<file path="src/rtl/forward_registered_pipe.sv">
// forward_registered_pipe
//   Chain of STAGES forward-registered valid/data slices. Each slice holds
//   valid and payload in flops, so downstream valid/data always come straight
//   from a register. Ready is a combinational chain: an empty slice is always
//   ready, which collapses bubbles even while the sink stalls.
//
//   Parameters: WIDTH  payload width
//               STAGES number of register slices (1..8)
//   Ports:      clk, rst_n            clock, synchronous active-low reset
//               m_valid/m_data/m_ready upstream handshake (block is the sink)
//               s_valid/s_data/s_ready downstream handshake (block is the source)
//               xfer_cnt/stall_cnt    saturating transfer / stall counters,
//                                     present only when FWD_PIPE_STATS_EN is defined
//
//   Note: s_ready -> m_ready is an OR chain STAGES deep by design.

module fwd_pipe_stage #(
  parameter int WIDTH = 8
) (
  input  logic             clk,
  input  logic             rst_n,
  input  logic             in_v,
  input  logic [WIDTH-1:0] in_d,
  input  logic             nxt_r,
  output logic             v,
  output logic [WIDTH-1:0] d,
  output logic             r
);
  logic             v_q, v_d;
  logic [WIDTH-1:0] d_q, d_d;

  always_comb begin
    r   = ~v_q | nxt_r;
    v_d = v_q;
    d_d = d_q;
    if (r) v_d = in_v;
    // payload only loads on a real beat so an idle slice keeps its last value
    if (r && in_v) d_d = in_d;
  end

  always_ff @(posedge clk) begin
    if (!rst_n) begin
      v_q <= 1'b0;
      d_q <= '0;
    end else begin
      v_q <= v_d;
      d_q <= d_d;
    end
  end

  assign v = v_q;
  assign d = d_q;
endmodule

module forward_registered_pipe #(
  parameter int WIDTH  = 8,
  parameter int STAGES = 2
) (
  input  logic             clk,
  input  logic             rst_n,
  input  logic             m_valid,
  input  logic [WIDTH-1:0] m_data,
  output logic             m_ready,
  output logic             s_valid,
  output logic [WIDTH-1:0] s_data,
`ifdef FWD_PIPE_STATS_EN
  output logic [31:0]      xfer_cnt,
  output logic [31:0]      stall_cnt,
`endif
  input  logic             s_ready
);
  logic [STAGES-1:0]            v, r;
  logic [STAGES-1:0][WIDTH-1:0] d;

  for (genvar i = 0; i < STAGES; i++) begin : g_stage
    logic             in_v, nxt_r;
    logic [WIDTH-1:0] in_d;

    if (i == 0) begin : g_first
      assign in_v = m_valid;
      assign in_d = m_data;
    end else begin : g_mid
      assign in_v = v[i-1];
      assign in_d = d[i-1];
    end

    if (i == STAGES-1) begin : g_last
      assign nxt_r = s_ready;
    end else begin : g_inner
      assign nxt_r = r[i+1];
    end

    fwd_pipe_stage #(.WIDTH(WIDTH)) u_stage (
      .clk   (clk),
      .rst_n (rst_n),
      .in_v  (in_v),
      .in_d  (in_d),
      .nxt_r (nxt_r),
      .v     (v[i]),
      .d     (d[i]),
      .r     (r[i])
    );
  end

  assign m_ready = r[0];
  assign s_valid = v[STAGES-1];
  assign s_data  = d[STAGES-1];

`ifdef FWD_PIPE_STATS_EN
  logic [31:0] xfer_cnt_q, xfer_cnt_d;
  logic [31:0] stall_cnt_q, stall_cnt_d;

  // both counters stick at all-ones instead of wrapping
  always_comb begin
    xfer_cnt_d  = xfer_cnt_q;
    stall_cnt_d = stall_cnt_q;
    if (s_valid && s_ready && !(&xfer_cnt_q))   xfer_cnt_d  = xfer_cnt_q + 32'd1;
    if (s_valid && !s_ready && !(&stall_cnt_q)) stall_cnt_d = stall_cnt_q + 32'd1;
  end

  always_ff @(posedge clk) begin
    if (!rst_n) begin
      xfer_cnt_q  <= '0;
      stall_cnt_q <= '0;
    end else begin
      xfer_cnt_q  <= xfer_cnt_d;
      stall_cnt_q <= stall_cnt_d;
    end
  end

  assign xfer_cnt  = xfer_cnt_q;
  assign stall_cnt = stall_cnt_q;
`endif
endmodule

</file>
<file path="config.mk">
export PLATFORM = sky130hd
export DESIGN_NAME = forward_registered_pipe
export DESIGN_NICKNAME = d
export VERILOG_FILES = /design/src/rtl/forward_registered_pipe.sv
export SDC_FILE = /design/constraint.sdc
export NUM_CORES = 1
export LEC_CHECK = 0
export CAP_MARGIN = 20
export CORE_MARGIN = 5
export CORE_UTILIZATION = 47
export CTS_CLUSTER_DIAMETER = 60
export CTS_CLUSTER_SIZE = 25
export DETAILED_ROUTE_END_ITERATION = 16
export GPL_ROUTABILITY_DRIVEN = 0
export MAX_ROUTING_LAYER = met4
export PLACE_DENSITY_LB_ADDON = 0.05
export SLEW_MARGIN = 15
export SYNTH_ARGS = -nofsm -noshare
export SYNTH_HDL_FRONTEND = slang
export SYNTH_SLANG_ARGS = --single-unit
</file>
<file path="constraint.sdc">
create_clock -name clk -period 2.48 [get_ports clk]
set_input_delay 0.248 -clock clk [delete_from_list [all_inputs] [get_ports clk]]
set_output_delay 0.248 -clock clk [all_outputs]
set_load 0.03 [all_outputs]
</file>
==> results of run 1 <==
==> worst paths after layout <==
| path | start | end | depth (start not counted) | slack (ns) |
|---|---|---|---|---|
| worst max-delay path | s_ready | m_ready | 4 | 0.60 |
| worst min-delay path | g_stage[0].u_stage.d[3]$_SDFFE_PN0P_ | g_stage[0].u_stage.d[3]$_SDFFE_PN0P_ | 2 | 0.47 |
| worst max register to register | g_stage[1].u_stage.v$_SDFFE_PN0P_ | g_stage[0].u_stage.d[4]$_SDFFE_PN0P_ | 3 | 1.19 |
| worst min register to register | g_stage[0].u_stage.d[3]$_SDFFE_PN0P_ | g_stage[0].u_stage.d[3]$_SDFFE_PN0P_ | 2 | 0.47 |
==> routing by layer <==
metal | wire (um) | share of wire | up-vias
met5 | 0 | 0 | -
met4 | 43 | 0.032 | 0
met3 | 102 | 0.075 | 5
met2 | 568 | 0.42 | 18
met1 | 641 | 0.47 | 270
li1 | - | - | 311
==> power by group through the flow <==
| stage | Clock (mW) | Sequential (mW) | Combinational, mW |
|---|---|---|---|
| after floorplan | 0 | 0.323 | 0.0377 |
| after global placement | 0 | 0.318 | 0.0708 |
| after detailed placement | 0 | 0.318 | 0.0720 |
| after CTS | 0.150 | 0.312 | 0.0724 |
| after global routing | 0.160 | 0.314 | 0.0774 |
| final | 0.141 | 0.312 | 0.0717 |
==> worst max-delay path, cell delays in order <==
cell and delay [ns]:
clkdlybuf4s50_1 0.45, nor2b_4 0.25, nand2_1 0.08, clkdlybuf4s50_1 0.61
==> cells by family (layout without fill, tap and decap cells) <==
group                  after synthesis  after routing  share of synthesized area
AO/OA/AOI/OAI                       19             19                      0.141
AND/OR/NAND/NOR                     28             28                      0.177
multiplexers                         8              8                      0.111
buffers and inverters                8             27                     0.0712
flip-flops                          18             18                      0.500
==> synthesized netlist by cell type <==
| cell type | number |
|---|---|
| a21boi_2 | 1 |
| a21oi_1 | 10 |
| buf_2 | 2 |
| buf_4 | 3 |
| buf_6 | 1 |
| clkinv_1 | 1 |
| dfxtp_1 | 18 |
| inv_1 | 1 |
| mux2i_1 | 8 |
| nand2_1 | 17 |
| nand2b_1 | 1 |
| nand3_1 | 8 |
| nor2_1 | 1 |
| nor2b_4 | 1 |
| o21ai_0 | 8 |
==> layout make-up <==
class                      instances  area, um^2
sequential                        18         360
tap                               16        20.0
fill                             146         552
inverter                           2        7.51
clock buffer                       3        22.5
timing repair buffer              22         218
multi-input combinational         55         309
==> state kept, by name, indices dropped and copies added (netlist names) <==
register	cells
g_stage.u_stage.v	2
g_stage.u_stage.d	16
==> stage by stage <==
step                utilization  std cells  worst slack (ns)
floorplan                     -         81              1.19
finish                    0.629        116             0.596
global route              0.629        116             0.525
CTS                       0.629        116             0.592
global placement          0.614        113             0.598
detailed placement        0.614        113             0.587
==> flow_summary.rst, run 1 <==
.. list-table::
   :header-rows: 1

   * - Metric
     - Value
   * - Largest area contributor in the synthesized netlist
     - dfxtp_1
   * - Ys Warns
     - 0
   * - Critical Path End Type
     - output pin
   * - Maximum resistive drop on vdd
     - 0.000317 V
   * - Number of failing setup endpoints in the final timing report
     - 0
   * - Overall die height
     - 49.2 um
   * - Cts bufs inserted
     - 3
   * - Root buffer cell
     - clkbuf_4
   * - Relative contribution of combinational cells to total power
     - 0.137
   * - Slew at the pin with the worst max-slew slack
     - 0.569 ns
   * - CTS H-tree depth
     - 1
   * - Most common cell after layout, fill and taps aside
     - clkdlybuf4s50_1
   * - Most used routing layer in global routing
     - met2
   * - Worst EP arrival
     - 1.64 ns
   * - Clock transition at the registers of the reported paths
     - 0.09 ns
   * - Share of cells above drive strength 1
     - 0.0600
   * - Port buffer count
     - 21
   * - Endpoints failing hold
     - 0
   * - Pin count of the biggest net entering global routing
     - 18
   * - Max-slew violations
     - 0
   * - Distinct cells, synth
     - 15
   * - Wirelength per Cell
     - 11.7 um
   * - Growth of design area from synthesis to finish
     - 30.0%
   * - Placed standard-cell area
     - 915 um^2
   * - Total nets after synthesis
     - 93
   * - P_int
     - 0.396 mW
   * - Hold Slack
     - 0.467 ns
   * - Flops & latches, synth
     - 18
   * - Worst Path Max Fanout
     - 11
   * - Insertion delay of the later-clocked pin in the worst-skew pair
     - 0.29 ns
   * - PwrDens
     - 560 nW/um^2
   * - Launching element type of the critical path
     - primary input
   * - Die boundary width
     - 49.2 um
   * - Number of instances in the synthesized netlist
     - 81
   * - Remaining design rule violation count
     - 0
   * - Gates resized, CTS repair
     - 0
   * - Tcrit/Tclk final
     - 0.760
   * - Share of synthesized area occupied by flip-flops and latches
     - 0.500
   * - Required time of the worst setup path
     - 2.23 ns
   * - Initial core utilization
     - 0.484
   * - Clock share of power
     - 0.269
   * - Grt total ovfl
     - 0
   * - Setup repair after global routing missed its margin
     - no
   * - Mean cell area of the mapped netlist
     - 8.90 um^2
   * - WS Path Type
     - in2out
   * - Met3 usage in global routing
     - 0.0306
   * - Net switching share of the total power
     - 0.245
   * - Number of setup buffers added after CTS
     - 0
   * - Status
     - complete, no violations
   * - First drt pass iteration count
     - 4
   * - Seq pwr share
     - 0.594
   * - Switching Power
     - 0.129 mW
   * - Max-cap viol count
     - 0
   * - Post-layout net count
     - 114
   * - Top library cells by usage in the layout, fill and taps aside
     - clkdlybuf4s50_1, dfxtp_1, nand2_1, a21oi_1
   * - CTS Buffer Depth
     - 2
   * - Core area
     - 1490 um^2
   * - Final Routed Wirelength
     - 1360 um
   * - Yosys top cell area share
     - 0.500
   * - Final antenna-violating net count
     - 0
   * - Clock skew
     - 0.00380 ns
   * - Min cycle time layout
     - 1.88 ns
   * - Final Cell Area
     - 937 um^2
   * - Final sum of negative setup slack
     - 0 ns
   * - Via count of the first global-routing pass
     - 510
   * - # IOs
     - 22
   * - Cell Rows
     - 14
   * - Met2 Usage GRT
     - 0.174
   * - Global-route wire length before repair
     - 2080 um
   * - Hold Buf Count CTS
     - 0
   * - Detailed-route vias per instance
     - 5.21
   * - Met1 global-route usage
     - 0.125
   * - Pwr Total
     - 0.525 mW
   * - Area of the die
     - 2420 um^2
   * - TritonCTS clock tree
     - done
   * - FMAX
     - 531 MHz
   * - Hold WC Path Type
     - reg2reg
   * - Post-synthesis cell area
     - 721 um^2
   * - Static Leakage
     - 0.353 nW
   * - GRT Resource Usage Total
     - 0.115
   * - Detailed router's first-iteration violation count
     - 12
   * - Ant diodes
     - 0
   * - Via count
     - 604
   * - Antenna violations before repair
     - 0
   * - Count of clock tree sinks
     - 18
   * - Synth top area cells
     - dfxtp_1, mux2i_1, nand2_1
   * - Remaining max-slew budget at the tightest pin
     - 0.619
Note: power is estimated with default switching activity, not from simulation.
==> inputs of run 2 (changes only) <==
--- a/config.mk
+++ b/config.mk
@@ -7,7 +7,7 @@
 export LEC_CHECK = 0
 export CAP_MARGIN = 20
 export CORE_MARGIN = 5
-export CORE_UTILIZATION = 47
+export CORE_UTILIZATION = 39
 export CTS_CLUSTER_DIAMETER = 60
 export CTS_CLUSTER_SIZE = 25
 export DETAILED_ROUTE_END_ITERATION = 16
==> constraint.sdc (replaced) <==
create_clock -name clk -period 1.5 [get_ports clk]
set_input_delay 0.15 -clock clk [delete_from_list [all_inputs] [get_ports clk]]
set_output_delay 0.15 -clock clk [all_outputs]
set_load 0.03 [all_outputs]
==> flow_summary.rst, run 2 (synthesized netlist as in run 1, its figures left out) <==
.. list-table::
   :header-rows: 1

   * - Metric
     - Value
   * - FMAX
     - 695 MHz
   * - Critical path origin
     - g_stage[1].u_stage.d[7]$_SDFFE_PN0P_
   * - Final antenna-violating net count
     - 0
   * - Insertion delay of the later-clocked pin in the worst-skew pair
     - 0.28 ns
   * - Via count of the first global-routing pass
     - 575
   * - Via count
     - 589
   * - WS Path Type
     - reg2out
   * - PwrDens
     - 930 nW/um^2
   * - Flip-flop count of the largest register after layout
     - 16
   * - Most common cell after layout, fill and taps aside
     - dfxtp_1
   * - Die boundary width
     - 53.0 um
   * - Startpoint of the lowest-slack register-to-register path
     - g_stage[1].u_stage.v$_SDFFE_PN0P_
   * - Core area
     - 1750 um^2
   * - Max incr delay on CP
     - 0.67 ns
   * - Final Routed Wirelength
     - 1460 um
   * - Worst Setup Slack post-DPL
     - 0.140 ns
   * - Slowest CP cell
     - clkdlybuf4s50_1
   * - Series of cell instances along the critical path
     - clkdlybuf4s50_1
   * - Tcrit/Tclk final
     - 0.959
   * - Routed metal-1 wirelength
     - 706 um
   * - Cell Rows
     - 15
   * - Detailed router's first-iteration violation count
     - 7
   * - Detailed-route vias per instance
     - 4.57
   * - Critical Path End Type
     - output pin
   * - TritonCTS clock tree
     - done
   * - Min cycle time layout
     - 1.44 ns
   * - Remaining max-slew budget at the tightest pin
     - 0.775
   * - Worst min-delay path startpoint
     - m_data[1]
   * - Root buffer cell
     - clkbuf_4
   * - Met3 routed WL
     - 102 um
   * - Clock skew
     - 0.00107 ns
   * - Initial core utilization
     - 0.413
   * - Static Leakage
     - 0.504 nW
   * - Cts bufs inserted
     - 3
   * - Launching element type of the critical path
     - flop
   * - Overall die height
     - 53.0 um
   * - Top routing layer used
     - met4
   * - Slew at the pin with the worst max-slew slack
     - 0.338 ns
   * - GRT Resource Usage Total
     - 0.123
   * - Hold Slack
     - 0.405 ns
   * - Core Util, Final
     - 0.580
   * - Required time of the worst setup path
     - 1.35 ns
   * - Wirelength per Cell
     - 11.3 um
   * - Remaining design rule violation count
     - 0
   * - Top library cells by usage in the layout, fill and taps aside
     - dfxtp_1, nand2_1, clkdlybuf4s50_1, a21oi_1
   * - Hold WC Path Type
     - in2reg
   * - Combined buffer and inverter count along the critical path
     - 1
   * - Global-route wire length before repair
     - 2460 um
   * - Worst Path Max Fanout
     - 2
   * - # IOs
     - 22
   * - Pin count of the biggest net entering global routing
     - 12
   * - CTS H-tree depth
     - 1
   * - Growth of design area from synthesis to finish
     - 40.5%
   * - Setup repair after global routing missed its margin
     - no
   * - HPWL after DPL
     - 1110 um
   * - Family of cells with the greatest summed delay on the critical path
     - buffers and inverters
   * - Port buffer count
     - 21
   * - CTS Buffer Depth
     - 2
   * - Maximum resistive drop on vdd
     - 0.000497 V
   * - Max-cap viol count
     - 0
   * - Ant diodes
     - 0
   * - Worst EP arrival
     - 1.29 ns
   * - Antenna violations before repair
     - 0
   * - Met2 wire length
     - 633 um
   * - First drt pass iteration count
     - 4
   * - Worst setup slack after layout
     - 0.0618 ns
   * - Count of clock tree sinks
     - 18
   * - Max-slew violations
     - 0
   * - Status
     - complete, no violations
   * - Grt total ovfl
     - 0
   * - Number of failing setup endpoints in the final timing report
     - 0
   * - Hold Buf Count CTS
     - 0
   * - Post-layout net count
     - 117
   * - Endpoints failing hold
     - 0
   * - Area of the die
     - 2810 um^2
   * - Share of cells above drive strength 1
     - 0.106
   * - Clock transition at the registers of the reported paths
     - 0.10 ns
   * - Final sum of negative setup slack
     - 0 ns
==> run 2: changes by cell type in the layout (fill, tap and decap cells not counted), sizes merged <==
cell           delta
buf               +4
clkdlybuf4s50     -8
dlymetal6s2s      +7
clkbuf            +1
==> run 2: power breakdown <==
part | leakage [nW] | internal, mW | switching, mW
combinational | 0.336 | 0.0690 | 0.0618
clock | 0.0210 | 0.148 | 0.148
sequential | 0.147 | 0.500 | 0.0141
total | 0.504 | 0.717 | 0.224
==> run 2: worst paths after layout <==
kind | endpoint | slack (ns) | cells past startpoint
max | s_data[7] | 0.06 | 1
max reg2reg | g_stage[0].u_stage.d[3]$_SDFFE_PN0P_ | 0.39 | 4
min reg2reg | g_stage[0].u_stage.d[0]$_SDFFE_PN0P_ | 0.47 | 2
min | g_stage[0].u_stage.d[1]$_SDFFE_PN0P_ | 0.40 | 3
==> run 2: layer usage <==
metal,vias to the layer above,global-route usage
met4,0,0.0638
met1,257,0.156
met3,2,0.0282
met2,14,0.182
li1,316,-
met5,-,-
==> run 2: repair_timing <==
item	4_1_cts	5_1_grt
buffers inserted	0	0
gates resized for setup	0	7
setup endpoints to repair	0	7
==> run 2: final cells by class <==
cell class / instances / area, um^2
clock buffers: 4 / 36.3
repair buffers: 25 / 268
fillers: 172 / 733
well taps: 25 / 31.3
multi-input cells: 55 / 309
flip-flops and latches: 18 / 360
inverters: 2 / 7.51
==> run 2: per-stage QoR <==
| stage | power [mW] | cell area, um^2 | instances |
|---|---|---|---|
| after floorplan | 0.597 | 721 | 81 |
| final | 0.941 | 1010 | 129 |
| after global placement | 0.655 | 958 | 125 |
| after global routing | 0.996 | 1010 | 129 |
| after detailed placement | 0.658 | 958 | 125 |
| after CTS | 0.953 | 995 | 129 |
==> inputs of run 3 (changes only) <==
--- a/config.mk
+++ b/config.mk
@@ -6,12 +6,14 @@
 export NUM_CORES = 1
 export LEC_CHECK = 0
 export CAP_MARGIN = 20
+export CORE_ASPECT_RATIO = 1.4
 export CORE_MARGIN = 5
 export CORE_UTILIZATION = 39
 export CTS_CLUSTER_DIAMETER = 60
 export CTS_CLUSTER_SIZE = 25
 export DETAILED_ROUTE_END_ITERATION = 16
 export GPL_ROUTABILITY_DRIVEN = 0
+export GPL_TIMING_DRIVEN = 0
 export MAX_ROUTING_LAYER = met4
 export PLACE_DENSITY_LB_ADDON = 0.05
 export SLEW_MARGIN = 15
==> flow_summary.rst, run 3 (synthesized netlist as in run 1, its figures left out) <==
.. list-table::
   :header-rows: 1

   * - Metric
     - Value
   * - Slew at the pin with the worst max-slew slack
     - 0.323 ns
   * - CTS Buffer Depth
     - 2
   * - Most common cell after layout, fill and taps aside
     - dfxtp_1
   * - Clock skew
     - 0.00335 ns
   * - Seq pwr share
     - 0.544
   * - Critical Path End Type
     - output pin
   * - Hold WC Path Type
     - in2reg
   * - Antenna violations before repair
     - 0
   * - Hold Buf Count CTS
     - 0
   * - Number of setup buffers added after CTS
     - 0
   * - Clock transition at the registers of the reported paths
     - 0.10 ns
   * - Met2 Usage GRT
     - 0.201
   * - Pin count of the biggest net entering global routing
     - 11
   * - Number of failing setup endpoints in the final timing report
     - 0
   * - Ant diodes
     - 0
   * - Maximum resistive drop on vdd
     - 0.000466 V
   * - FMAX
     - 729 MHz
   * - Met1 global-route usage
     - 0.146
   * - Overall die height
     - 60.9 um
   * - Required time of the worst setup path
     - 1.35 ns
   * - Worst EP arrival
     - 1.22 ns
   * - Family of cells with the greatest summed delay on the critical path
     - flip-flops
   * - Met3 usage in global routing
     - 0.0208
   * - Tcrit/Tclk final
     - 0.915
   * - Setup repair after global routing missed its margin
     - no
   * - PwrDens
     - 945 nW/um^2
   * - Launching element type of the critical path
     - flop
   * - Final antenna-violating net count
     - 0
   * - Post-layout net count
     - 118
   * - Count of clock tree sinks
     - 18
   * - Net switching share of the total power
     - 0.243
   * - Min cycle time layout
     - 1.37 ns
   * - Root buffer cell
     - clkbuf_4
   * - Final Routed Wirelength
     - 1470 um
   * - Endpoints failing hold
     - 0
   * - Most used routing layer in global routing
     - met2
   * - Cts bufs inserted
     - 3
   * - Initial core utilization
     - 0.410
   * - P_int
     - 0.712 mW
   * - Series of cell instances along the critical path
     - nor2b_4, buf_4, nand2_1, buf_2
   * - Flip-flop count of the largest register after layout
     - 16
   * - Switching Power
     - 0.229 mW
   * - CTS H-tree depth
     - 1
   * - Detailed-route vias per instance
     - 4.86
   * - Static Leakage
     - 0.528 nW
   * - Remaining design rule violation count
     - 0
   * - GRT Resource Usage Total
     - 0.130
   * - TritonCTS clock tree
     - done
   * - Clock share of power
     - 0.322
   * - Die boundary width
     - 46.3 um
   * - Core area
     - 1760 um^2
   * - Max-slew violations
     - 0
   * - Via count of the first global-routing pass
     - 614
   * - Global-route wire length before repair
     - 2550 um
   * - Growth of design area from synthesis to finish
     - 38.2%
   * - HPWL after DPL
     - 1080 um
   * - Via count
     - 608
   * - Relative contribution of combinational cells to total power
     - 0.134
   * - Port buffer count
     - 20
   * - Wirelength per Cell
     - 11.8 um
   * - Core Util, Final
     - 0.567
   * - Combined buffer and inverter count along the critical path
     - 2
   * - Final sum of negative setup slack
     - 0 ns
   * - Status
     - complete, no violations
   * - Cell Rows
     - 18
   * - Pwr Total
     - 0.941 mW
   * - First drt pass iteration count
     - 3
   * - # IOs
     - 22
   * - Remaining max-slew budget at the tightest pin
     - 0.784
   * - Area of the die
     - 2820 um^2
   * - Detailed router's first-iteration violation count
     - 6
   * - WS Path Type
     - reg2out
   * - Worst Path Max Fanout
     - 10
   * - Insertion delay of the later-clocked pin in the worst-skew pair
     - 0.30 ns
   * - Slowest CP cell
     - dfxtp_1
   * - Share of cells above drive strength 1
     - 0.124
   * - Max incr delay on CP
     - 0.36 ns
   * - Max-cap viol count
     - 0
   * - Top library cells by usage in the layout, fill and taps aside
     - dfxtp_1, nand2_1, a21oi_1, clkdlybuf4s50_1
   * - Grt total ovfl
     - 0
[run 3: layer usage]
metal | vias up | wire (um) | share of wire
li1 | 318 | - | -
met1 | 267 | 660 | 0.45
met2 | 18 | 639 | 0.43
met3 | 5 | 115 | 0.078
met4 | 0 | 55 | 0.037
met5 | - | 0 | 0
[run 3: cell type report]
class,count,area [um^2]
plain buffers,6,43.8
clock buffers,4,36.3
fillers,182,761
inverters,2,7.51
multi-input cells,55,309
flip-flops and latches,18,360
well taps,20,25.0
repair buffers,20,214
[run 3: worst paths after layout]
check                                             from                                   end  slack [ns]  cells past startpoint
setup / recovery     g_stage[1].u_stage.v$_SDFFE_PN0P_                               m_ready        0.13                      4
hold / removal                                   rst_n  g_stage[0].u_stage.d[3]$_SDFFE_PN0P_        0.14                      3
setup reg to reg     g_stage[1].u_stage.v$_SDFFE_PN0P_  g_stage[0].u_stage.d[5]$_SDFFE_PN0P_        0.45                      4
hold reg to reg   g_stage[0].u_stage.d[7]$_SDFFE_PN0P_  g_stage[0].u_stage.d[7]$_SDFFE_PN0P_        0.46                      2
[run 3: power by group through the flow]
stage	logic [mW]	registers [mW]	clock network (mW)
6_report	0.126	0.512	0.303
5_1_grt	0.139	0.516	0.345
4_1_cts	0.129	0.512	0.315
3_5_place_dp	0.130	0.523	0
3_3_place_gp	0.129	0.522	0
2_1_floorplan	0.0623	0.535	0
[run 3: through the flow]
stage,cells,worst slack (ns),hold WS [ns],cell area [um^2]
after floorplan,81,0.303,0.267,721
after global placement,121,-0.253,0.445,946
after detailed placement,121,-0.261,0.449,946
after CTS,125,-0.00139,0.134,982
after global routing,125,0.0194,0.132,996
final,125,0.128,0.141,996
[run 3: timing repair]
item,4_1_cts,5_1_grt
gates resized for setup,4,10
pin swaps,0,0
endpoints found under the hold margin,0,0
endpoints found under the setup margin,2,9
[run 3: worst reg2reg max path, delay by kind of cell, from the launching register on]
| family | cells | cell delay (ns) |
|---|---|---|
| DFF | 1 | 0.33 |
| muxes | 1 | 0.19 |
| buffers and inverters | 1 | 0.17 |
| AOI/OAI and AO/OA | 1 | 0.16 |
| and+or+nand+nor | 1 | 0.13 |
